### src/rtl/alu32_sliced_reg_if.sv
// Operand/control and registered-result bundle for the sliced ALU stage.
// The master drives operands; the slave (ALU) returns the registered result and flags.
interface alu32_sliced_reg_if #(
  parameter int unsigned WIDTH = 32
);
  logic             in_valid;
  logic [WIDTH-1:0] a;
  logic [WIDTH-1:0] b;
  logic [2:0]       ctrl;
  logic [WIDTH-1:0] result;
  logic             zero;
  logic             overflow;
  logic             carry_out;
  logic [WIDTH-1:0] carry_vec;
  logic             out_valid;

  modport master (
    output in_valid, a, b, ctrl,
    input  result, zero, overflow, carry_out, carry_vec, out_valid
  );

  modport slave (
    input  in_valid, a, b, ctrl,
    output result, zero, overflow, carry_out, carry_vec, out_valid
  );
endinterface

### src/rtl/alu32_sliced_reg.sv
// Registered MIPS-style ALU: WIDTH ripple-carry 1-bit slices, an SLT result mux,
// and a single register stage for result, flags and valid.
module alu32_sliced_reg #(
  parameter int unsigned WIDTH = 32
) (
  input  logic                clk,
  input  logic                rst,
  alu32_sliced_reg_if.slave   bus
);

  localparam logic [2:0] OP_ADD  = 3'b000;
  localparam logic [2:0] OP_SUB  = 3'b001;
  localparam logic [2:0] OP_XOR  = 3'b010;
  localparam logic [2:0] OP_SLT  = 3'b011;
  localparam logic [2:0] OP_AND  = 3'b100;
  localparam logic [2:0] OP_NAND = 3'b101;
  localparam logic [2:0] OP_NOR  = 3'b110;

  logic             binv_c;
  logic             arith_c;
  logic             carry_c;
  logic [1:0]       slice_c;
  logic [WIDTH-1:0] slice_res_c;
  logic [WIDTH-1:0] chain_c;
  logic             ovf_c;
  logic             less_c;
  logic [WIDTH-1:0] final_c;

  // One ALU slice: returns {carry_out, result_bit}.
  function automatic logic [1:0] slice_f(input logic ai, input logic bi,
                                         input logic binv, input logic ci,
                                         input logic [2:0] op);
    logic bb;
    logic r;
    bb = bi ^ binv;
    case (op)
      OP_XOR:  r = ai ^ bi;
      OP_AND:  r = ai & bi;
      OP_NAND: r = ~(ai & bi);
      OP_NOR:  r = ~(ai | bi);
      OP_ADD, OP_SUB, OP_SLT: r = ai ^ bb ^ ci;
      default: r = ai | bi;
    endcase
    return {(ai & bb) | (ci & (ai ^ bb)), r};
  endfunction

  // Ripple the carry through the slices; the raw chain is masked later for logic ops.
  always_comb begin
    binv_c      = (bus.ctrl == OP_SUB) || (bus.ctrl == OP_SLT);
    arith_c     = (bus.ctrl == OP_ADD) || binv_c;
    carry_c     = ~bus.ctrl[2] & bus.ctrl[0];
    slice_c     = 2'b00;
    slice_res_c = '0;
    chain_c     = '0;
    for (int unsigned i = 0; i < WIDTH; i++) begin
      slice_c        = slice_f(bus.a[i], bus.b[i], binv_c, carry_c, bus.ctrl);
      slice_res_c[i] = slice_c[0];
      chain_c[i]     = slice_c[1];
      carry_c        = slice_c[1];
    end
  end

  // Signed less-than stays correct on overflow by folding the overflow into the sign bit.
  always_comb begin
    ovf_c   = chain_c[WIDTH-1] ^ chain_c[WIDTH-2];
    less_c  = slice_res_c[WIDTH-1] ^ ovf_c;
    final_c = (bus.ctrl == OP_SLT) ? WIDTH'(less_c) : slice_res_c;
  end

  always_ff @(posedge clk) begin
    if (rst) begin
      bus.result    <= '0;
      bus.zero      <= 1'b1;
      bus.overflow  <= 1'b0;
      bus.carry_out <= 1'b0;
      bus.carry_vec <= '0;
      bus.out_valid <= 1'b0;
    end else begin
      bus.out_valid <= bus.in_valid;
      if (bus.in_valid) begin
        bus.result    <= final_c;
        bus.zero      <= (final_c == '0);
        bus.overflow  <= arith_c & ovf_c;
        bus.carry_out <= arith_c & chain_c[WIDTH-1];
        bus.carry_vec <= arith_c ? chain_c : '0;
      end
    end
  end

endmodule

### src/flat_wrapper.sv
// flat-port wrapper written by rule: the top's interface ports become plain ports
module alu32_sliced_reg_flat 
#(
  parameter int unsigned WIDTH = 32
)
  (clk, rst, bus_in_valid, bus_a, bus_b, bus_ctrl, bus_result, bus_zero, bus_overflow, bus_carry_out, bus_carry_vec, bus_out_valid);
  alu32_sliced_reg_if #(.WIDTH(WIDTH)) bus_i ();
  input  logic clk;
  input  logic rst;
  input wire logic [$bits(bus_i.in_valid)-1:0] bus_in_valid;
  input wire logic [$bits(bus_i.a)-1:0] bus_a;
  input wire logic [$bits(bus_i.b)-1:0] bus_b;
  input wire logic [$bits(bus_i.ctrl)-1:0] bus_ctrl;
  output wire logic [$bits(bus_i.result)-1:0] bus_result;
  output wire logic [$bits(bus_i.zero)-1:0] bus_zero;
  output wire logic [$bits(bus_i.overflow)-1:0] bus_overflow;
  output wire logic [$bits(bus_i.carry_out)-1:0] bus_carry_out;
  output wire logic [$bits(bus_i.carry_vec)-1:0] bus_carry_vec;
  output wire logic [$bits(bus_i.out_valid)-1:0] bus_out_valid;
  assign bus_i.in_valid = bus_in_valid;
  assign bus_i.a = bus_a;
  assign bus_i.b = bus_b;
  assign bus_i.ctrl = bus_ctrl;
  assign bus_result = bus_i.result;
  assign bus_zero = bus_i.zero;
  assign bus_overflow = bus_i.overflow;
  assign bus_carry_out = bus_i.carry_out;
  assign bus_carry_vec = bus_i.carry_vec;
  assign bus_out_valid = bus_i.out_valid;
  alu32_sliced_reg #(.WIDTH(WIDTH)) u_core (.clk(clk), .rst(rst), .bus(bus_i));
endmodule
### config.mk
export PLATFORM = sky130hd
export DESIGN_NAME = alu32_sliced_reg_flat
export DESIGN_NICKNAME = d
export VERILOG_FILES = /design/src/rtl/alu32_sliced_reg_if.sv /design/src/rtl/alu32_sliced_reg.sv /design/src/flat_wrapper.sv
export SDC_FILE = /design/constraint.sdc
export NUM_CORES = 1
export LEC_CHECK = 0
export ABC_CLOCK_PERIOD_IN_PS = 16700
export CAP_MARGIN = 20
export CORE_AREA = 2 2 106 108
export CTS_CLUSTER_SIZE = 10
export DETAILED_ROUTE_END_ITERATION = 8
export DIE_AREA = 0 0 108 110
export DONT_BUFFER_PORTS = 1
export PLACE_DENSITY_LB_ADDON = 0.25
export SYNTH_ARGS = -nofsm -noshare
export SYNTH_HDL_FRONTEND = slang
export SYNTH_SLANG_ARGS = --single-unit
### constraint.sdc
create_clock -name clk -period 16.7 [get_ports clk]
set_input_delay 1.67 -clock clk [delete_from_list [all_inputs] [get_ports clk]]
set_output_delay 1.67 -clock clk [all_outputs]
set_load 0.03 [all_outputs]
# Word-level counts from Yosys, hierarchy flattened
# Cells that the tools add are included.
op_classes:
  n_eq_ne: 6
  muxes: 34
  n_bitwise: 358
  reduce_logical: 5
op_table:
  columns: ["op", "n"]
  rows:
  - ["$pmux W1 S5", 32]
  - ["$xor A1 B1 Y1", 130]
  - ["$and A1 B1 Y1", 99]
  - ["$not A1 Y1", 65]
  - ["$mux W32", 2]
  - ["$or A1 B1 Y1", 64]
  - ["$logic_not A32 Y1", 1]
  - ["$eq A3 B3 Y1 const B", 3]
  - ["$eq A3 B2 Y1 const B", 2]
  - ["$eq A3 B1 Y1 const B", 1]
  - ["$logic_not A3 Y1", 1]
  - ["$reduce_or A3 Y1", 1]
  - ["$logic_or A1 B1 Y1", 2]
totals:
  register_bits: 68
  in_bits: 70
  out_inout_bits: 68
  elab_cells: 409

# Logic depth before layout (Yosys ltp)
# Gate-level depths: netlist of run 1.
depth:
  ltp_word: 72
  depth_mapped: 45
  mapped_depth_nobuf: 44

# Worst setup path after synthesis of run 1
# OpenSTA, ideal clock, no wires.
synth_path:
  path_kind: "in2reg"
  from: "input bus_ctrl[2]"
  to: "register u_core.bus.zero"
  setup_ns: 0.060
  arrival_ns: 16.275
  slack_ns: 0.364
  stages: 44
  cell_sequence: "buf_6 -> buf_2 -> nor2_1 -> xnor2_1 -> fa_1 -> fa_1 -> fa_1 -> fa_1 -> fa_1 -> fa_1 -> fa_1 -> fa_1 -> fa_1 -> fa_1 -> fa_1 -> fa_1 -> fa_1 -> fa_1 -> [... 8 more ...] -> fa_1 -> fa_1 -> fa_1 -> fa_1 -> fa_1 -> fa_1 -> fa_1 -> inv_1 -> fa_1 -> inv_1 -> fa_1 -> fa_1 -> mux2_2 -> o22ai_1 -> a21oi_1 -> nand4b_1 -> nor4_1 -> a311o_1"
synth_via:
  elab_chain_len: 72
  word_cells_on_any_way: 239
synth_lines:
  columns: ["element", "line", "rtl"]
  rows:
  - ["from (decl)", "flat_wrapper.sv:13", "input wire logic [$bits(bus_i.ctrl)-1:0] bus_ctrl;"]
  - ["$eq A3 B1 Y1 or $eq A3 B2 Y1 (tied branches)", "alu32_sliced_reg.sv:36, alu32_sliced_reg.sv:49, alu32_sliced_reg.sv:67", null]
  - ["$logic_or A1 B1 Y1", "alu32_sliced_reg.sv:49", "binv_c = (bus.ctrl == OP_SUB) || (bus.ctrl == OP_SLT);"]
  - ["$xor A1 B1 Y1", "alu32_sliced_reg.sv:35", "bb = bi ^ binv;"]
  - ["$xor A1 B1 Y1", "alu32_sliced_reg.sv:41, alu32_sliced_reg.sv:44", null]
  - ["$and A1 B1 Y1", "alu32_sliced_reg.sv:44", "return {(ai & bb) | (ci & (ai ^ bb)), r};"]
  - ["$or A1 B1 Y1", "alu32_sliced_reg.sv:44", null]
  - ["$and A1 B1 Y1", "alu32_sliced_reg.sv:44", null]
  - ["$or A1 B1 Y1", "alu32_sliced_reg.sv:44", null]
  - ["[... 56 more ...]", null, null]
  - ["$and A1 B1 Y1", "alu32_sliced_reg.sv:44", null]
  - ["$or A1 B1 Y1", "alu32_sliced_reg.sv:44", null]
  - ["$and A1 B1 Y1", "alu32_sliced_reg.sv:44", null]
  - ["$or A1 B1 Y1", "alu32_sliced_reg.sv:44", null]
  - ["$xor A1 B1 Y1", "alu32_sliced_reg.sv:65", "ovf_c = chain_c[WIDTH-1] ^ chain_c[WIDTH-2];"]
  - ["$xor A1 B1 Y1", "alu32_sliced_reg.sv:66", "less_c = slice_res_c[WIDTH-1] ^ ovf_c;"]
  - ["$mux W32 *", "alu32_sliced_reg.sv:67", "final_c = (bus.ctrl == OP_SLT) ? WIDTH'(less_c) : slice_res_c;"]
  - ["$logic_not A32 Y1 *", "alu32_sliced_reg.sv:82", "bus.zero <= (final_c == '0);"]
  - ["to (signal assigned)", "alu32_sliced_reg.sv:82", null]
  - ["to (decl)", "alu32_sliced_reg_if.sv:24", "output result, zero, overflow, carry_out, carry_vec, out_valid"]
# Mark *: on every way between the ends. The rest lies on a longest branch, timed or not.
# A chain may end at the register's enable or synchronous reset.

# Worst setup path after layout of run 1
layout_path:
  from: "input bus_ctrl[0]"
  to: "register u_core.bus.zero"
# Same word-level chain as after synthesis.

==> results.md, run 1 <==
- Status: finished clean
- Final net count: between 800 and 900
- Synth Area in Adders: 0.2320
- Ys async rst share: 0
- Drc violations: 0
- N_diodes: 0
- Top Layer Used: met4
- Vias in the first global route: approximately 5200
- Syn_nets: slightly above 900
- DP Wirelength: ~12000 um
- CTS H-tree depth: 3
- Worst slack, placed: -0.02246 ns
- Static Leak: approximately 2.7 nW
- Syn Std Cell Area: ~6200 um2
- Ports: 138
- Pwr dens: 75.89 nW/um2
- Max-cap viol count: 0
- Synth cell types: 51
- Crit path launch type: primary input
- CTS sink cnt: 67
- Met3 routed WL: roughly 1900 um
- Antenna Nets Post-Route: 0
- Port Buffer Count: 0
- Root Driver: clkbuf_8
- Initial DRT Pass Iterations: 5
- Synth top cells by count: 87 x nor2_1, 71 x inv_1, 67 x dfxtp_1, 64 x ha_1, 60 x a21oi_1
- First-iteration detailed-routing DRC count: between 500 and 600
- Die Span Y: 110 um
- Grt ovf: 0
- Fillers: 973
- First-pass GRT wire length: roughly 27000 um
- CTS max path bufs: 2
- FF+latch count, synth: 67
- Area leader, netlist: dfxtp_1
- Fin crit share: 0.9678
- Clock transition at path regs: 0.08 ns
- Worst Skew: 0 ns
- Mux cell area share after synthesis: 0.06526
- Share of cells above drive strength 1: 0.04545
- Gr usage total: 0.2919
- Layout area overhead: 2.276%
- M1 wire length: between 6000 and 7000 um
- Die area: around 12000 um2
- Crit Path Category: in2reg
- CP max stage delay: ~0.58 ns
- Max-slew violation count: 0
- Worst slew margin relative to its limit: 0.4795
- Compound-Gate Fraction of Synth Area: 0.1819
- Clk_lat worst skew: between 0.3 and 0.4 ns
- Synth Instances: ~760
- Met2 WL post-DR: 7752 um
- Worst hold path stage count: 2
- Initial Utilization: 0.5807
- Top-count cell post-synth: nor2_1
- Final GP Congestion: just over 0.9
- DRT Wirelength: roughly 17000 um
- Crit end category: flip-flop
- Critical path peak fanout: 60
- Main area contributors after synthesis: dfxtp_1 22%, ha_1 13%, fa_1 10%
- Worst slew pin tran: ~0.8 ns
- Initial antenna violation count: 0
- Fin util: 0.5939
- Cts bufs inserted: 9
- Slowest-stage cell, CP: fa_2
- Main combinational cell family by area after synthesis: adder cells
- Hold Fails Final Rpt: 0
- Hold crit path type: reg2reg
- Post-Synth Simple-Gate Area: 0.1664
- Fmax: around 0.062 GHz
- Post-synth EDFFs: 0
- Largest net degree at the start of global routing: just under 100
- Xor/xnor cell area share of the yosys netlist: 0.05217
- Top FF cell, synth: dfxtp_1
- Setup-failing EPs final: 0
- Routed len/inst: 19.53 um
- Required time of the critical path: approximately 17 ns
- Die width: 108 um
- Synth warn: 0
- Sequential-to-total area share from yosys stat: 0.2159
- Core area: 10700 um2
- TritonCTS clock tree: done
- Worst Reg-to-Reg Cells: 3
- Peak supply drop: 0.03903 mV
- Syn Area/Cell: around 8 um2
- Most common cell on crit path: fa_1
- Crit path DAT: between 15 and 20 ns
- RSZ-0062 raised after global routing: no
- Final setup margin: 0.5380 ns
- Synth top area share: 0.2159
- Final worst path period need: between 15 and 20 ns
- Setup Fix Bufs, Post-CTS: 0
- Via Count: about 5300
- Routed vias/inst: approximately 6
- Rows: 38
-- flip-flops by register name, indices dropped and copies added, names as in the netlist --
| register | flops |
|---|---|
| u_core.bus.out_valid | 1 |
| u_core.bus.overflow | 1 |
| u_core.bus.carry_vec | 32 |
| u_core.bus.zero | 1 |
| u_core.bus.result | 32 |
-- layout make-up --
| class | count | area [um2] | area share |
|---|---|---|---|
| clock buffer | 11 | 141.4 | 0.02225 |
| clock inverter | 3 | 40.04 | 0.006302 |
| sequential | 67 | 1341 | 0.2111 |
| tap | 140 | 175.2 | 0.02757 |
| multi-input combinational | 569 | 4355 | 0.6855 |
| inverter | 72 | 270.3 | 0.04254 |
| timing repair buffer | 4 | 30.03 | 0.004726 |
-- logic make-up after synthesis --
logic type | count (synthesis)
AND/OR/NAND/NOR | 224
AO/OA/AOI/OAI | 174
buffers and inverters | 127
adder cells (fa/ha/maj) | 96
flip-flops | 67
multiplexers | 38
XOR/XNOR | 37
-- path summary, 6_finish.rpt --
check | from | to | slack (ns)
worst min-delay path | u_core.bus.result[16]$_SDFFE_PP0P_ | u_core.bus.result[16]$_SDFFE_PP0P_ | 0.62
worst min register to register | u_core.bus.result[16]$_SDFFE_PP0P_ | u_core.bus.result[16]$_SDFFE_PP0P_ | 0.62
worst max-delay path | bus_ctrl[0] | u_core.bus.zero$_SDFFE_PP1P_ | 0.54
worst max register to register | u_core.bus.carry_vec[31]$_SDFFE_PP0P_ | u_core.bus.carry_vec[31]$_SDFFE_PP0P_ | 15.56
-- report_power, final --
part / leakage, nW / switching (W) / internal (W) / total, W
combinational: 2.08 / 0.0000813 / 0.0000646 / 0.000146
clock: 0.0950 / 0.0000662 / 0.0000710 / 0.000137
sequential: 0.551 / 0.0000285 / 0.000170 / 0.000199
total: 2.72 / 0.000176 / 0.000306 / 0.000482
-- per-stage QoR --
| step | hold slack (ns) | power, W | instance area (um2) | std cells | TNS [ns] |
|---|---|---|---|---|---|
| floorplan | 0.5937 | 0.0003204 | 6212 | 763 | 0 |
| global placement | 0.6083 | 0.0003408 | 6158 | 852 | 0 |
| detailed placement | 0.6092 | 0.0003445 | 6158 | 852 | -0.02246 |
| CTS | 0.6214 | 0.0004792 | 6340 | 866 | 0 |
| global route | 0.6409 | 0.0005077 | 6354 | 866 | 0 |
| finish | 0.6183 | 0.0004822 | 6354 | 866 | 0 |
-- cells in the final DEF (no fill, tap or decap), drive strengths merged, types with 2 or more instances in the layout --
cell type / n
nand2: 49
dfxtp: 67
o21ai: 35
a22o: 3
a311oi: 4
nand4: 4
o22a: 3
inv: 72
nand2b: 13
and2: 2
clkinv: 2
xnor2: 36
a222oi: 3
nor2: 87
a22oi: 12
nand3: 19
nor3: 6
nor4: 3
o211ai: 9
mux2: 7
ha: 64
nor2b: 38
o22ai: 6
fa: 32
clkbuf: 11
buf: 4
a221oi: 5
a211oi: 23
a31oi: 3
mux2i: 30
a21oi: 61
-- per-layer routing --
layer | vias to the layer above | global-route usage
li1 | 2495 | -
met1 | 2467 | 0.3822
met2 | 274 | 0.4614
met3 | 38 | 0.09112
met4 | 0 | 0.09341
met5 | - | 0
-- critical path, delay by kind of cell --
| kind | cells | cell delay, ns |
|---|---|---|
| compound gates | 4 | 0.63 |
| xor+xnor | 1 | 0.11 |
| fa+ha+maj | 32 | 13.37 |
| buf+inv | 3 | 0.21 |
| simple gates | 4 | 0.40 |
-- repair_timing --
item / in CTS / in global routing
setup endpoints to repair: 0 / 1
gates resized for setup: 0 / 4
hold buffers: 0 / 0
Power figures use the tool's default switching activity.
==> run 2, diff against run 1 <==
--- a/config.mk
+++ b/config.mk
@@ -5,14 +5,14 @@
 export SDC_FILE = /design/constraint.sdc
 export NUM_CORES = 1
 export LEC_CHECK = 0
-export ABC_CLOCK_PERIOD_IN_PS = 16700
 export CAP_MARGIN = 20
-export CORE_AREA = 2 2 106 108
+export CORE_AREA = 5 5 109 111
 export CTS_CLUSTER_SIZE = 10
 export DETAILED_ROUTE_END_ITERATION = 8
-export DIE_AREA = 0 0 108 110
+export DIE_AREA = 0 0 114 116
 export DONT_BUFFER_PORTS = 1
 export PLACE_DENSITY_LB_ADDON = 0.25
+export SETUP_SLACK_MARGIN = 0.3
 export SYNTH_ARGS = -nofsm -noshare
 export SYNTH_HDL_FRONTEND = slang
 export SYNTH_SLANG_ARGS = --single-unit
==> results.md, run 2 (same netlist as run 1, synthesis figures left out) <==
- Status: finished clean
- Crit end category: flip-flop
- First-iteration detailed-routing DRC count: 475 (-15%)
- Initial Utilization: 0.5807 (unchanged)
- CTS H-tree depth: 3 (unchanged)
- Setup-failing EPs final: 0 (unchanged)
- Buf+Inv Stages, Crit Path: 3 (unchanged)
- Hold Fails Final Rpt: 0 (unchanged)
- Final GP Congestion: 0.9081 (-2.9%)
- Register Area: 1341 um2 (unchanged)
- Cts bufs inserted: 9 (unchanged)
- Vias in the first global route: 5262 (+1.3%)
- Routed len/inst: 20.45 um (+4.7%)
- Biggest regs: u_core.bus.carry_vec x32, u_core.bus.result x32
- Crit path DAT: 16.11 ns (-0.31 ns)
- Share of cells above drive strength 1: 0.06044 (+0.01499)
- Static Leak: 2.715 nW (-0.25%)
- Worst slew pin tran: 0.8382 ns (+0.05742 ns)
- Routed vias/inst: 6.075 (-0.25%)
- Grt ovf: 0 (unchanged)
- Ports: 138 (unchanged)
- N_diodes: 0 (unchanged)
- Largest net degree at the start of global routing: 99 (unchanged)
- Crit Path Category: in2reg
- Die width: 114 um (+5.6%)
- Final net count: 889 (unchanged)
- Max-slew violation count: 0 (unchanged)
- Worst slew margin relative to its limit: 0.4412 (-0.03828)
- Layout area overhead: 3.021%
- Non-filler instance count after layout: 868 (+0.23%)
- Final worst path period need: 15.86 ns (-0.3008 ns)
- # placed instances: 852 (unchanged)
- Peak supply drop: 0.04117 mV (+5.5%)
- Top Family by Delay on Critical Path: adder cells
- DRT Wirelength: 17750 um (+5.0%)
- Max-cap viol count: 0 (unchanged)
- Worst Skew: 0 ns (unchanged)
- Fillers: 973 (unchanged)
- RSZ-0062 raised after global routing: no
- Port Buffer Count: 0 (unchanged)
- Initial DRT Pass Iterations: 5 (unchanged)
- Initial antenna violation count: 1 (+1)
- Die Span Y: 116 um (+5.5%)
- CP max stage delay: 0.64 ns (+0.06 ns)
- First-pass GRT wire length: 27930 um (+3.5%)
- Slowest-stage cell, CP: fa_2
- Drc violations: 0 (unchanged)
- CTS max path bufs: 2 (unchanged)
- Die area: 13220 um2 (+11%)
- CTS sink cnt: 67 (unchanged)
- Rows: 38 (unchanged)
- Clk_lat worst skew: 0.37 ns (about the same)
- Clock transition at path regs: 0.08 ns (about the same)
- Crit path launch type: primary input
- DP Wirelength: 12930 um (+6.0%)
- Total power: 0.0004915 W (+1.9%)
- Setup Fix Bufs, Post-CTS: 0 (unchanged)
- Fin crit share: 0.9498 (-0.01801)
- Gr usage total: 0.2704 (-0.02153)
- Antenna Nets Post-Route: 0 (unchanged)
- Root Driver: clkbuf_8
- Hold slack final: 0.6169 ns (-0.001375 ns)
- TritonCTS clock tree: done
- Core area: 10700 um2 (unchanged)
- Fmax: 0.06305 GHz (+1.9%)
- Most common cell after layout, fill and taps aside: nor2_1
- Most frequent cells in the layout: 86 x nor2_1, 71 x inv_1, 67 x dfxtp_1, 64 x ha_1, 60 x a21oi_1
- Required time of the critical path: 16.94 ns (-0.02 ns)
- Via Count: 5273 (-0.019%)
- Footprint of the multi-input gates: 4388 um2 (+0.75%)
- Critical path peak fanout: 60 (unchanged)
- Most common cell on crit path: fa_1
- Pwr dens: 76.80 nW/um2 (+1.2%)
- Hold crit path type: reg2reg
run 2: power breakdown:
group / internal, W / switching, W / leakage, nW
clock: 0.0000730 / 0.0000701 / 0.0926
combinational: 0.0000661 / 0.0000826 / 2.07
sequential: 0.000170 / 0.0000293 / 0.551
run 2: cell type report:
type / count / area share
Sequential cell: 67 / 0.2096
Clock buffer: 12 / 0.02268
Tap cell: 140 / 0.02737
Multi-Input combinational cell: 569 / 0.6856
Clock inverter: 4 / 0.007820
Inverter: 72 / 0.04223
Timing Repair Buffer: 4 / 0.004692
run 2: worst min-delay path: cells and delay by family, from the launching register on:
| family | cells | cell delay (ns) |
|---|---|---|
| AO/OA/AOI/OAI | 1 | 0.05 |
| flip-flops | 1 | 0.41 |
| AND/OR/NAND/NOR | 1 | 0.12 |
run 2: worst paths after layout:
check	cells past startpoint	from	end	slack [ns]
min reg2reg	2	u_core.bus.result[16]$_SDFFE_PP0P_	u_core.bus.result[16]$_SDFFE_PP0P_	0.62
max	44	bus_ctrl[0]	u_core.bus.zero$_SDFFE_PP1P_	0.84
max reg2reg	3	u_core.bus.carry_vec[31]$_SDFFE_PP0P_	u_core.bus.carry_vec[31]$_SDFFE_PP0P_	15.56
min	2	u_core.bus.result[16]$_SDFFE_PP0P_	u_core.bus.result[16]$_SDFFE_PP0P_	0.62
run 2: stage by stage:
step           worst slack (ns)  setup TNS [ns]  cell area, um2  utilization
2_1_floorplan            0.3643               0            6212            -
3_3_place_gp             0.2598               0            6158       0.5757
3_5_place_dp           -0.07246        -0.07246            6158       0.5757
4_1_cts                  0.3271               0            6359       0.5944
5_1_grt                  0.3625               0            6400       0.5982
6_report                 0.8388               0            6400       0.5982
run 2: timing repair:
action / CTS / global route
hold endpoints to repair: 0 / 0
hold buffers: 0 / 0
endpoints found under the setup margin: 1 / 3
gates resized for setup: 2 / 12
pin swaps: 2 / 1
run 2: routing by layer:
| metal | global-route usage | routed length (um) |
|---|---|---|
| met4 | 0.1069 | 448 |
| met3 | 0.08825 | 2209 |
| met2 | 0.4184 | 7867 |
| met1 | 0.3505 | 7216 |
| met5 | 0 | 12 |
==> run 3, diff against run 2 <==
--- a/config.mk
+++ b/config.mk
@@ -7,11 +7,13 @@
 export LEC_CHECK = 0
 export CAP_MARGIN = 20
 export CORE_AREA = 5 5 109 111
+export CTS_CLUSTER_DIAMETER = 60
 export CTS_CLUSTER_SIZE = 10
 export DETAILED_ROUTE_END_ITERATION = 8
 export DIE_AREA = 0 0 114 116
 export DONT_BUFFER_PORTS = 1
 export PLACE_DENSITY_LB_ADDON = 0.25
+export REMOVE_ABC_BUFFERS = 1
 export SETUP_SLACK_MARGIN = 0.3
 export SYNTH_ARGS = -nofsm -noshare
 export SYNTH_HDL_FRONTEND = slang
==> results.md, run 3 (same netlist as run 1, synthesis figures left out) <==
- Pwr dens: 76.40 nW/um2 (-0.52%)
- CP max stage delay: 0.64 ns (about the same)
- Worst Skew: 0 ns (unchanged)
- Final net count: 889 (unchanged)
- Max-cap viol count: 0 (unchanged)
- Status: finished clean
- N_diodes: 0 (unchanged)
- Layout area overhead: 3.202%
- Final GP Congestion: 0.8963 (-1.3%)
- Gr usage total: 0.2715 (+0.001125)
- Die Span Y: 116 um (unchanged)
- Hold crit path type: reg2reg
- TritonCTS clock tree: done
- Die width: 114 um (unchanged)
- Setup-failing EPs final: 0 (unchanged)
- M1 wire length: 7055 um (-2.2%)
- First-pass GRT wire length: 28450 um (+1.9%)
- Biggest regs: u_core.bus.carry_vec x32, u_core.bus.result x32
- Required time of the critical path: 16.95 ns (about the same)
- Most common cell after layout, fill and taps aside: nor2_1
- Peak supply drop: 0.04098 mV (-0.47%)
- Slowest-stage cell, CP: fa_2
- # placed instances: 852 (unchanged)
- Fmax: 0.06255 GHz (-0.78%)
- Rows: 38 (unchanged)
- Fillers: 982 (+0.92%)
- DRT Wirelength: 17950 um (+1.1%)
- Dpl cell area: 6161 um2 (about the same)
- Final worst path period need: 15.99 ns (+0.1251 ns)
- Core area: 10700 um2 (unchanged)
- First-iteration detailed-routing DRC count: 459 (-3.4%)
- Share of cells above drive strength 1: 0.05907 (-0.001374)
- CTS H-tree depth: 3 (unchanged)
- Max-slew violation count: 0 (unchanged)
- Met2 WL post-DR: 8339 um (+6.0%)
- Top Layer Used: met4
- Crit path DAT: 16.24 ns (+0.13 ns)
- Vias in the first global route: 5467 (+3.9%)
- Worst Reg-to-Reg Cells: 3 (unchanged)
- Routed len/inst: 20.68 um (+1.1%)
- Crit path launch type: primary input
- Crit Path Category: in2reg
- Initial antenna violation count: 0 (-1)
- Clk_lat worst skew: 0.36 ns (about the same)
- Antenna Nets Post-Route: 0 (unchanged)
- Hold Buf Count CTS: 0 (unchanged)
- CTS sink cnt: 67 (unchanged)
- Worst hold path stage count: 2 (unchanged)
- Met3 routed WL: 2210 um (about the same)
- CTS max path bufs: 2 (unchanged)
- Worst slew margin relative to its limit: 0.4236 (-0.01765)
- Via Count: 5311 (+0.72%)
- Grt ovf: 0 (unchanged)
- Drc violations: 0 (unchanged)
- DP Wirelength: 12870 um (-0.43%)
- Root Driver: clkbuf_8
- Non-filler instance count after layout: 868 (unchanged)
- Die area: 13220 um2 (unchanged)
- Initial DRT Pass Iterations: 5 (unchanged)
- Crit end category: flip-flop
- Worst slew pin tran: 0.8629 ns (+0.02470 ns)
- Hold Fails Final Rpt: 0 (unchanged)
- Ports: 138 (unchanged)
- Most common cell on crit path: fa_1
- Most frequent cells in the layout: 85 x nor2_1, 71 x inv_1, 67 x dfxtp_1, 64 x ha_1, 60 x a21oi_1
- Clock transition at path regs: 0.08 ns (about the same)
- Port Buffer Count: 0 (unchanged)
- Cts bufs inserted: 9 (unchanged)
- Fin crit share: 0.9573 (+0.007490)
- Largest net degree at the start of global routing: 99 (unchanged)
- RSZ-0062 raised after global routing: no
- Initial Utilization: 0.5807 (unchanged)
- Static Leak: 2.727 nW (+0.45%)
- Routed vias/inst: 6.119 (+0.72%)
- Cell area after layout: 6411 um2 (+0.18%)
- Critical path peak fanout: 60 (unchanged)
==> run 3: what timing repair did <==
item | 4_1_cts | 5_1_grt
cloned | 0 | 0
resized for setup | 2 | 11
setup endpoints to repair | 1 | 2
pin swaps | 0 | 1
setup buffers | 0 | 0
==> run 3: final timing paths <==
check | startpoint | to | slack [ns]
max | bus_ctrl[0] | u_core.bus.zero$_SDFFE_PP1P_ | 0.71
min reg2reg | u_core.bus.result[16]$_SDFFE_PP0P_ | u_core.bus.result[16]$_SDFFE_PP0P_ | 0.62
min | u_core.bus.result[16]$_SDFFE_PP0P_ | u_core.bus.result[16]$_SDFFE_PP0P_ | 0.62
max reg2reg | u_core.bus.carry_vec[31]$_SDFFE_PP0P_ | u_core.bus.carry_vec[31]$_SDFFE_PP0P_ | 15.61
==> run 3: metrics by stage <==
stage / worst slack, ns / util / hold slack (ns) / power [W] / setup TNS [ns]
finish: 0.7137 / 0.5993 / 0.6151 / 0.0004898 / 0
global route: 0.3155 / 0.5993 / 0.6317 / 0.0005204 / 0
CTS: 0.3149 / 0.5957 / 0.6198 / 0.0004883 / 0
detailed placement: -0.1724 / 0.5759 / 0.6074 / 0.0003428 / -0.1724
global placement: 0.1609 / 0.5759 / 0.6053 / 0.0003377 / 0
floorplan: -1.353 / - / 0.5865 / 0.0003070 / -5.256
==> run 3: power breakdown <==
group	switching [W]	internal, W
Clock	0.0000645	0.0000816
Combinational	0.0000797	0.0000647
Sequential	0.0000288	0.000170
Total	0.000173	0.000317
==> run 3: final cells by class <==
type	count	area, um2	area share
repair buffers	4	30.03	0.004684
clock buffers	15	176.4	0.02752
multi-input cells	569	4388	0.6844
well taps	140	175.2	0.02732
clock inverters	1	30.03	0.004684
flip-flops and latches	67	1341	0.2092
inverters	72	270.3	0.04215
==> run 3: metal layers <==
metal | track usage | vias up
met5 | 0 | -
met3 | 0.1243 | 29
li1 | - | 2496
met4 | 0.09739 | 0
met2 | 0.4356 | 252
met1 | 0.3215 | 2534
==> run 3: critical path: cells and delay by family <==
family,cells,cell delay [ns]
and+or+nand+nor,4,0.44
buffers and inverters,3,0.21
xor gates and xnor gates,1,0.11
adders and majority gates,32,13.12
AOI/OAI and AO/OA,4,0.64
